File: config.mk
export PLATFORM = sky130hd
export DESIGN_NAME = muldiv_unit
export DESIGN_NICKNAME = d
export VERILOG_FILES = /design/src/rtl/muldiv_unit.sv
export SDC_FILE = /design/constraint.sdc
export NUM_CORES = 1
export LEC_CHECK = 0
export ABC_AREA = 0
export BUFFER_PORTS_ARGS = -buffer_cell sky130_fd_sc_hd__buf_2
export CAP_MARGIN = 20
export CORE_MARGIN = 4
export CORE_UTILIZATION = 27
export DETAILED_ROUTE_END_ITERATION = 12
export PLACE_DENSITY = 0.5
export SYNTH_ARGS = -nofsm -noshare
export SYNTH_HDL_FRONTEND = slang
export SYNTH_SLANG_ARGS = --single-unit
File: constraint.sdc
create_clock -name clk -period 6.2 [get_ports clk]
set_input_delay 0.31 -clock clk [delete_from_list [all_inputs] [get_ports clk]]
set_output_delay 0.31 -clock clk [all_outputs]
set_load 0.05 [all_outputs]
File: src/rtl/muldiv_unit.sv
// muldiv_unit: iterative multiply/divide unit with architectural HI/LO registers.
//   Radix-2 shift-add multiply and restoring divide, one bit per cycle.
//   Sign handling: the unit works on operand magnitudes and fixes the result signs at the end.
// Ports:
//   clk   in  1      clock, all state updates on posedge
//   reset in  1      asynchronous, active-high; clears all state
//   start in  1      launch op, sampled only while idle
//   op    in  3      000 MULT, 001 MULTU, 010 DIV, 011 DIVU, 100 MTHI, 101 MTLO, others no-op
//   a     in  WIDTH  multiplicand / dividend / MTHI-MTLO source
//   b     in  WIDTH  multiplier / divisor
//   busy  out 1      high while an iterative op is in progress (RUN and FIN)
//   done  out 1      one-cycle pulse when hi/lo take a MULT/DIV result
//   hi    out WIDTH  HI register: upper product or remainder
//   lo    out WIDTH  LO register: lower product or quotient
module muldiv_unit #(
  parameter int WIDTH = 32
) (
  input  logic             clk,
  input  logic             reset,
  input  logic             start,
  input  logic [2:0]       op,
  input  logic [WIDTH-1:0] a,
  input  logic [WIDTH-1:0] b,
  output logic             busy,
  output logic             done,
  output logic [WIDTH-1:0] hi,
  output logic [WIDTH-1:0] lo
);

  localparam int CW = $clog2(WIDTH);
  localparam logic [CW-1:0] CNT_INIT = CW'(WIDTH - 1);
  localparam logic [CW-1:0] CNT_ONE  = CW'(1);

  localparam logic [2:0] OP_MULT  = 3'b000;
  localparam logic [2:0] OP_MULTU = 3'b001;
  localparam logic [2:0] OP_DIV   = 3'b010;
  localparam logic [2:0] OP_DIVU  = 3'b011;
  localparam logic [2:0] OP_MTHI  = 3'b100;
  localparam logic [2:0] OP_MTLO  = 3'b101;

  typedef enum logic [1:0] {
    S_IDLE = 2'b00,
    S_RUN  = 2'b01,
    S_FIN  = 2'b10
  } state_t;

  // Two's-complement negation.
  function automatic logic [WIDTH-1:0] neg_w(input logic [WIDTH-1:0] v);
    return (~v) + {{(WIDTH-1){1'b0}}, 1'b1};
  endfunction

  function automatic logic [2*WIDTH-1:0] neg_2w(input logic [2*WIDTH-1:0] v);
    return (~v) + {{(2*WIDTH-1){1'b0}}, 1'b1};
  endfunction

  state_t            state_q, state_d;
  logic [CW-1:0]     cnt_q, cnt_d;
  // Shared shadow registers:
  //   multiply: acc_hi = partial upper product, acc_lo = multiplier shifting out / product low half
  //   divide:   acc_hi = partial remainder,     acc_lo = dividend shifting out / quotient
  logic [WIDTH-1:0]  acc_hi_q, acc_hi_d;
  logic [WIDTH-1:0]  acc_lo_q, acc_lo_d;
  logic [WIDTH-1:0]  opnd_q, opnd_d;       // multiplicand or divisor magnitude
  logic [WIDTH-1:0]  a_raw_q, a_raw_d;     // original dividend, used for divide-by-zero result
  logic              is_div_q, is_div_d;
  logic              neg_res_q, neg_res_d; // negate product / quotient
  logic              neg_rem_q, neg_rem_d; // negate remainder (dividend was negative)
  logic              div0_q, div0_d;
  logic [WIDTH-1:0]  hi_q, hi_d;
  logic [WIDTH-1:0]  lo_q, lo_d;
  logic              busy_q, busy_d;
  logic              done_q, done_d;

  logic [WIDTH:0]    mul_sum_s;
  logic [WIDTH-1:0]  mul_hi_s, mul_lo_s;
  logic [WIDTH:0]    div_shift_s;
  logic              div_ge_s;
  logic [WIDTH-1:0]  div_hi_s, div_lo_s;
  logic [2*WIDTH-1:0] prod_s;
  logic              sgn_a_s, sgn_b_s;
  logic [WIDTH-1:0]  mag_a_s, mag_b_s;

  // Operand sign/magnitude extraction at launch; unsigned ops treat operands as non-negative.
  always_comb begin
    sgn_a_s = (op == OP_MULT || op == OP_DIV) ? a[WIDTH-1] : 1'b0;
    sgn_b_s = (op == OP_MULT || op == OP_DIV) ? b[WIDTH-1] : 1'b0;
    mag_a_s = sgn_a_s ? neg_w(a) : a;
    mag_b_s = sgn_b_s ? neg_w(b) : b;
  end

  // One multiply iteration: conditionally add multiplicand to upper half, shift right.
  always_comb begin
    mul_sum_s = {1'b0, acc_hi_q} + (acc_lo_q[0] ? {1'b0, opnd_q} : {(WIDTH+1){1'b0}});
    mul_hi_s  = mul_sum_s[WIDTH:1];
    mul_lo_s  = {mul_sum_s[0], acc_lo_q[WIDTH-1:1]};
    prod_s    = neg_res_q ? neg_2w({mul_hi_s, mul_lo_s}) : {mul_hi_s, mul_lo_s};
  end

  // One restoring-divide iteration: shift in next dividend bit, subtract if it fits.
  always_comb begin
    div_shift_s = {acc_hi_q, acc_lo_q[WIDTH-1]};
    div_ge_s    = (div_shift_s >= {1'b0, opnd_q});
    // When the subtraction happens the result is below the divisor, so WIDTH bits suffice.
    if (div_ge_s) begin
      div_hi_s = div_shift_s[WIDTH-1:0] - opnd_q;
    end else begin
      div_hi_s = div_shift_s[WIDTH-1:0];
    end
    div_lo_s = {acc_lo_q[WIDTH-2:0], div_ge_s};
  end

  // Next-state, datapath and output logic.
  always_comb begin
    state_d   = state_q;
    cnt_d     = cnt_q;
    acc_hi_d  = acc_hi_q;
    acc_lo_d  = acc_lo_q;
    opnd_d    = opnd_q;
    a_raw_d   = a_raw_q;
    is_div_d  = is_div_q;
    neg_res_d = neg_res_q;
    neg_rem_d = neg_rem_q;
    div0_d    = div0_q;
    hi_d      = hi_q;
    lo_d      = lo_q;

    case (state_q)
      S_IDLE: begin
        if (start) begin
          case (op)
            OP_MULT, OP_MULTU, OP_DIV, OP_DIVU: begin
              is_div_d  = op[1];
              neg_res_d = sgn_a_s ^ sgn_b_s;
              neg_rem_d = sgn_a_s;
              div0_d    = (b == {WIDTH{1'b0}});
              a_raw_d   = a;
              acc_hi_d  = {WIDTH{1'b0}};
              acc_lo_d  = op[1] ? mag_a_s : mag_b_s;
              opnd_d    = op[1] ? mag_b_s : mag_a_s;
              cnt_d     = CNT_INIT;
              state_d   = S_RUN;
            end
            OP_MTHI: hi_d = a;
            OP_MTLO: lo_d = a;
            default: ;
          endcase
        end else begin
          state_d = S_IDLE;
        end
      end
      S_RUN: begin
        acc_hi_d = is_div_q ? div_hi_s : mul_hi_s;
        acc_lo_d = is_div_q ? div_lo_s : mul_lo_s;
        cnt_d    = cnt_q - CNT_ONE;
        if (cnt_q == {CW{1'b0}}) begin
          // Final iteration: commit the sign-corrected result so it is visible during FIN.
          state_d = S_FIN;
          if (is_div_q) begin
            if (div0_q) begin
              hi_d = a_raw_q;
              lo_d = {WIDTH{1'b1}};
            end else begin
              hi_d = neg_rem_q ? neg_w(div_hi_s) : div_hi_s;
              lo_d = neg_res_q ? neg_w(div_lo_s) : div_lo_s;
            end
          end else begin
            hi_d = prod_s[2*WIDTH-1:WIDTH];
            lo_d = prod_s[WIDTH-1:0];
          end
        end else begin
          state_d = S_RUN;
        end
      end
      S_FIN: begin
        state_d = S_IDLE;
      end
      default: begin
        state_d = S_IDLE;
      end
    endcase

    busy_d = (state_d != S_IDLE);
    done_d = (state_d == S_FIN);
  end

  // State and datapath registers with asynchronous reset.
  always_ff @(posedge clk or posedge reset) begin
    if (reset) begin
      state_q   <= S_IDLE;
      cnt_q     <= {CW{1'b0}};
      acc_hi_q  <= {WIDTH{1'b0}};
      acc_lo_q  <= {WIDTH{1'b0}};
      opnd_q    <= {WIDTH{1'b0}};
      a_raw_q   <= {WIDTH{1'b0}};
      is_div_q  <= 1'b0;
      neg_res_q <= 1'b0;
      neg_rem_q <= 1'b0;
      div0_q    <= 1'b0;
      hi_q      <= {WIDTH{1'b0}};
      lo_q      <= {WIDTH{1'b0}};
      busy_q    <= 1'b0;
      done_q    <= 1'b0;
    end else begin
      state_q   <= state_d;
      cnt_q     <= cnt_d;
      acc_hi_q  <= acc_hi_d;
      acc_lo_q  <= acc_lo_d;
      opnd_q    <= opnd_d;
      a_raw_q   <= a_raw_d;
      is_div_q  <= is_div_d;
      neg_res_q <= neg_res_d;
      neg_rem_q <= neg_rem_d;
      div0_q    <= div0_d;
      hi_q      <= hi_d;
      lo_q      <= lo_d;
      busy_q    <= busy_d;
      done_q    <= done_d;
    end
  end

  assign busy = busy_q;
  assign done = done_q;
  assign hi   = hi_q;
  assign lo   = lo_q;

endmodule

---- Word level (Yosys, flattened, before mapping) ----
Index checks and enable logic that the tools add are counted.
word-level totals
  output and inout bits ................... 66
  input bits .............................. 70
  logic and storage cells ................. 91
  bits in registers ....................... 205
cells by class
  bitwise logic cells ..................... 6
  reductions and logical operators ........ 12
  equal/unequal tests ..................... 12
  multiplexer cells ....................... 38
  $lt $le $gt $ge ......................... 1
  add/subtract/negate cells ............... 8
operators with widths
  kind                                                                 number
  32-bit two-way mux                                                   24
  32-bit one-hot mux with 2 select lines                               4
  32-bit by 1-bit adder with 32-bit output (second input constant)     4
  32-bit NOT                                                           4
  64-bit by 1-bit adder with 64-bit output (second input constant)     1
  64-bit two-way mux                                                   1
  64-bit NOT                                                           1
  32-bit by 32-bit adder with 33-bit output                            1
  33-bit by 32-bit >= comparator with 1-bit output                     1
  32-bit logical NOT                                                   1
  32-bit subtractor                                                    1
  5-bit two-way mux                                                    2
  5-bit one-hot mux with 2 select lines                                1
  4-bit AND reduction                                                  2
  3-bit by 2-bit == test with 1-bit output (second input constant)     2
  3-bit == test (second input constant)                                2
  2-bit two-way mux                                                    3
  2-bit by 1-bit != test with 1-bit output (second input constant)     3
  3-bit AND reduction                                                  2
  5-bit logical NOT                                                    1
  5-bit by 1-bit subtractor with 5-bit output (second input constant)  1
  2-bit != test (second input constant)                                2
  2-bit one-hot mux with 2 select lines                                1
  2-bit nonzero test                                                   2
  9 further kinds                                                      10

---- Logic depth before layout (Yosys ltp) ----
  depth in word-level cells ............... 9
  gate-level depth with buffers ........... 23

---- Worst setup path after synthesis ----
No wires, ideal clock.
  path type ............................... reg-to-reg
  start ................................... register acc_hi_q[19]
  end ..................................... register hi_q[24] (netlist: hi[24])
  setup slack ............................. 909 ps
  cell stages (with the launch flop) ...... 21
  buffers on the path ..................... 4
  library setup time ...................... 80 ps
  arrival time ............................ 5212 ps
  path through ............................ dfrtp_1 ha_1 clkbuf_1 nand4_1 or4_1 o221ai_1 a211o_1 buf_2 buf_1 buf_2 nand2_1 o21ai_0 ha_1 nand2_1 or3b_1 o41a_1 nor4_2 a31oi_1 xor2_1 o221ai_1 nor3b_2
between the ends
  cells in the longest elaborated chain, start to end .. 9
ends and longest elaborated chain
  what                                                                                   line      RTL
  start: declaration                                                                     61        logic [WIDTH-1:0] acc_hi_q, acc_hi_d;
  start signal: assignment                                                               191       acc_hi_q <= {WIDTH{1'b0}};
  start signal: assignment                                                               206       acc_hi_q <= acc_hi_d;
  32-bit subtractor or 33-bit by 32-bit >= comparator with 1-bit output (tied branches)  105, 102
  32-bit two-way mux                                                                     104       if (div_ge_s) begin
  32-bit NOT                                                                             49        return (~v) + {{(WIDTH-1){1'b0}}, 1'b1};
  32-bit by 1-bit adder with 32-bit output                                               49
  32-bit two-way mux                                                                     163       hi_d = neg_rem_q ? neg_w(div_hi_s) : div_hi_s;
  32-bit two-way mux                                                                     159       if (div0_q) begin
  32-bit two-way mux *                                                                   158       if (is_div_q) begin
  32-bit two-way mux *                                                                   155       if (cnt_q == {CW{1'b0}}) begin
  32-bit one-hot mux with 2 select lines *                                               127       case (state_q)
  end signal: assignment                                                                 199       hi_q <= {WIDTH{1'b0}};
  end signal: assignment                                                                 214       hi_q <= hi_d;
  end: declaration                                                                       69        logic [WIDTH-1:0] hi_q, hi_d;
Mark *: on every way between the ends. The rest lies on a longest branch, timed or not. The select of a mux whose other input is x is not followed.
A chain may end at the register's enable or synchronous reset.

---- Worst setup path after layout ----
  start ................................... register acc_hi_q[25]
  end ..................................... register hi_q[24] (netlist: hi[24])
between the ends
  cells in the longest elaborated chain, start to end .. 9
ends and longest elaborated chain
  what                                              line  RTL
  33-bit by 32-bit >= comparator with 1-bit output  102   div_ge_s = (div_shift_s >= {1'b0, opnd_q});
  32-bit two-way mux                                104
  32-bit NOT                                        49
  32-bit by 1-bit adder with 32-bit output          49
  32-bit two-way mux                                163
  32-bit two-way mux                                159
  32-bit two-way mux *                              158
  32-bit two-way mux *                              155
  32-bit one-hot mux with 2 select lines *          127
Marks and branches as above.

==> impl_metrics.py <==
metrics = {
    "yosys": {
        "netlist.area_leader.share_pct": 26.6,
        "ys.flop_type": "dfrtp_1",
        "synthesis.area_sq_mm": 0.0193,
        "post_synth.cell_area_avg_sq_um": 7.48,
        "synth_area_leaders": "dfrtp_1 27%, nand2_1 6.4%, a21oi_1 6.4%",
        "yosysSeqAreaShare_pct": 26.6,
        "synth_adder_area_share_pct": 4.74,
        "synth_common_cells": "331 x nand2_1, 290 x nor2_1, 248 x a21oi_1",
        "synth_compound_area_share_pct": 25.3,
        "ys_ff_latch": 205,
        "syn-num-nets": 2725,
        "synthSimpleGateAreaFrac_pct": 21.9,
        "synth-edff-count": 0,
        "synth_top_cell_by_area": "dfrtp_1",
        "ys_types": 101,
        "synth-xor-area-share_pct": 9.75,
        "synthArstFlopShare_pct": 100,
        "synth_top_family_by_area": "compound AO/OA/AOI/OAI gates",
        "yosysWarnings": 0,
        "synthCells": 2583,
        "synth_most_common_cell": "nand2_1",
        "synth_mux_area_share_pct": 6.16,
    },
    "floorplanning": {
        "dieArea_sq_mm": 0.0759,
        "start_util_pct": 27.4,
        "ios": 136,
        "core.rowCount": 97,
        "die_y_um": 275,
        "die_x_um": 275,
        "core_sq_mm": 0.0705,
    },
    "cts": {
        "htreeDepth": 1,
        "insertion_delay_ns": 0.57,
        "tritoncts": "done",
        "cts.sinks": 205,
        "cts.clk_slew.worst_paths_ns": 0.06,
        "clockBufferDepth": 3,
        "clockRootBuffer": "clkbuf_16",
        "cts_buffers": 26,
    },
    "sta": {
        "fin_crit_sh_pct": 90.9,
        "finalSetupTns_ns": 0,
        "setup_violations": 0,
        "holdWs_ns": 0.0792,
        "timing.final.max_slew_violations": 0,
        "timing.final.hold_violations": 0,
        "finalClockSkew_ns": 0.0238,
        "grt_setup_unrepaired": "false",
        "max-slew-margin-rel_pct": 20.1,
        "tightest_slew_ns": 1.19,
        "min_period_ns": 5.64,
        "fmax_mhz": 177,
    },
    "route": {
        "viasPerCell": 5.55,
        "wire_per_inst_um": 23.5,
        "antenna_left": 0,
        "dr.pass1.iters": 5,
        "route.vias.total": 19700,
        "wirelength_mm": 83.1,
        "drt_iter0_drc": 1921,
        "drc": 0,
    },
    "hold_path": {
        "hold_class": "in2reg",
        "whs_path_depth": 4,
    },
    "finish": {
        "filler_cell_count": 7738,
        "nNetsFinal": 2723,
        "area_delta_synth_final_pct": 11.6,
        "drive_gt1_share_pct": 11.3,
    },
    "setup_path": {
        "r2r_cells": 16,
        "endpoint_kind": "flip-flop",
        "worst_setup_path_start_kind": "flip-flop",
        "worstPathMaxFanout": 13,
        "criticalPathCategory": "reg2reg",
        "worstPathRequired_ns": 6.68,
        "cp.arrival_ns": 6.12,
    },
    "grt": {
        "first_global_vias": 18300,
        "grt_max_degree": 154,
        "grt_pass1_wl_mm": 122,
        "grt_overflow": 0,
        "grt_usage_pct": 21.1,
        "antenna_found_initial": 6,
    },
    "placement": {
        "io_buffers": 135,
        "gp_congestion": 0.935,
        "dp_hpwl_mm": 63.5,
    },
    "run": {
        "drv_cap": 0,
    },
    "status": {
        "status": "finished, final reports clean",
    },
}
==> registers in the layout, summed over array words and instances (netlist names), 2 cells and up <==
signal,cells
hi,32
opnd_q,32
state_q,2
acc_hi_q,32
lo,32
acc_lo_q,32
a_raw_q,32
cnt_q,5
==> per-layer routing <==
metal | wire length (um) | share of wire [%] | vias up | GRT usage (%)
li1 | - | - | 9261 | -
met1 | 37700 | 45 | 9578 | 29.7
met2 | 37600 | 45 | 711 | 34.1
met3 | 5530 | 6.7 | 115 | 3.18
met4 | 2240 | 2.7 | 0 | 4.86
met5 | 0 | 0 | - | 0
==> worst max-delay path: stages, from the launching register on <==
cell	delay, ns
dfrtp_1	0.43
ha_1	0.47
and4_1	0.30
nor2b_1	0.18
a2111oi_0	0.52
o221ai_1	0.21
a211o_2	0.44
o21ai_0	0.32
ha_1	0.32
nand2_1	0.07
or3b_1	0.45
o41a_1	0.52
nor4_2	0.61
a31oi_1	0.18
xor2_1	0.18
o221ai_1	0.16
nor3b_2	0.18
==> through the flow <==
stage	worst slack [ns]	util, %	cell area (sq um)	cells
6_report	0.562	30.6	21600	3541
5_1_grt	0.202	30.6	21500	3540
4_1_cts	0.638	30.6	21500	3540
3_5_place_dp	0.670	29.3	20700	3492
3_3_place_gp	0.829	29.3	20700	3492
2_1_floorplan	0.294	-	19300	2583
==> final cells by class <==
class / instances / area, sq um / area share (%)
multi-input cells: 2101 / 13100 / 60.9
clock buffers: 36 / 739 / 3.43
diodes: 1 / 2.50 / 0.0116
inverters: 79 / 304 / 1.41
repair buffers: 168 / 941 / 4.37
clock inverters: 11 / 119 / 0.552
well taps: 940 / 1180 / 5.46
flip-flops and latches: 205 / 5130 / 23.8
==> final timing paths <==
check,startpoint,endpoint,slack (ns)
worst max-delay path,acc_hi_q[25],hi[24],0.56
worst min register to register,hi[0],hi[0],0.48
worst min-delay path,b[30],div0_q,0.08
min in group asynchronous,reset,acc_lo_q[13],0.31
max in group asynchronous,reset,opnd_q[31],4.58
worst max register to register,acc_hi_q[25],hi[24],0.56
==> kinds of logic (layout without fill, tap and decap cells) <==
logic type | after synthesis | in the layout
DFF | 205 | 205
AOI/OAI and AO/OA | 785 | 785
adders and majority gates | 72 | 72
other | 0 | 1
buffers and inverters | 277 | 294
xor gates and xnor gates | 215 | 215
muxes | 114 | 114
and+or+nand+nor | 915 | 915
==> placed cells by master (no fill, tap or decap), types with 32 or more instances in the layout <==
cell      count
xor2_1       80
o221ai_1     38
buf_2       134
inv_1        74
nor2_1      290
mux2i_1      75
mux2_2       39
nor3_1       54
dfrtp_1     203
nand3_1      41
o21ai_0     214
o31ai_1      38
xnor2_1     135
o211ai_1     32
ha_1         70
buf_4        32
a21oi_1     246
a31oi_1      40
nand2_1     331
==> timing repair <==
item                       CTS  global route
gates resized for setup      0             0
buffers inserted             0             0
hold buffers                 1             0
setup endpoints to repair    0             0
hold endpoints to repair    52             0
Power is left out: the tool's default activity adds up to more than one toggle a clock period on the data nets, which glitch-free logic cannot reach.
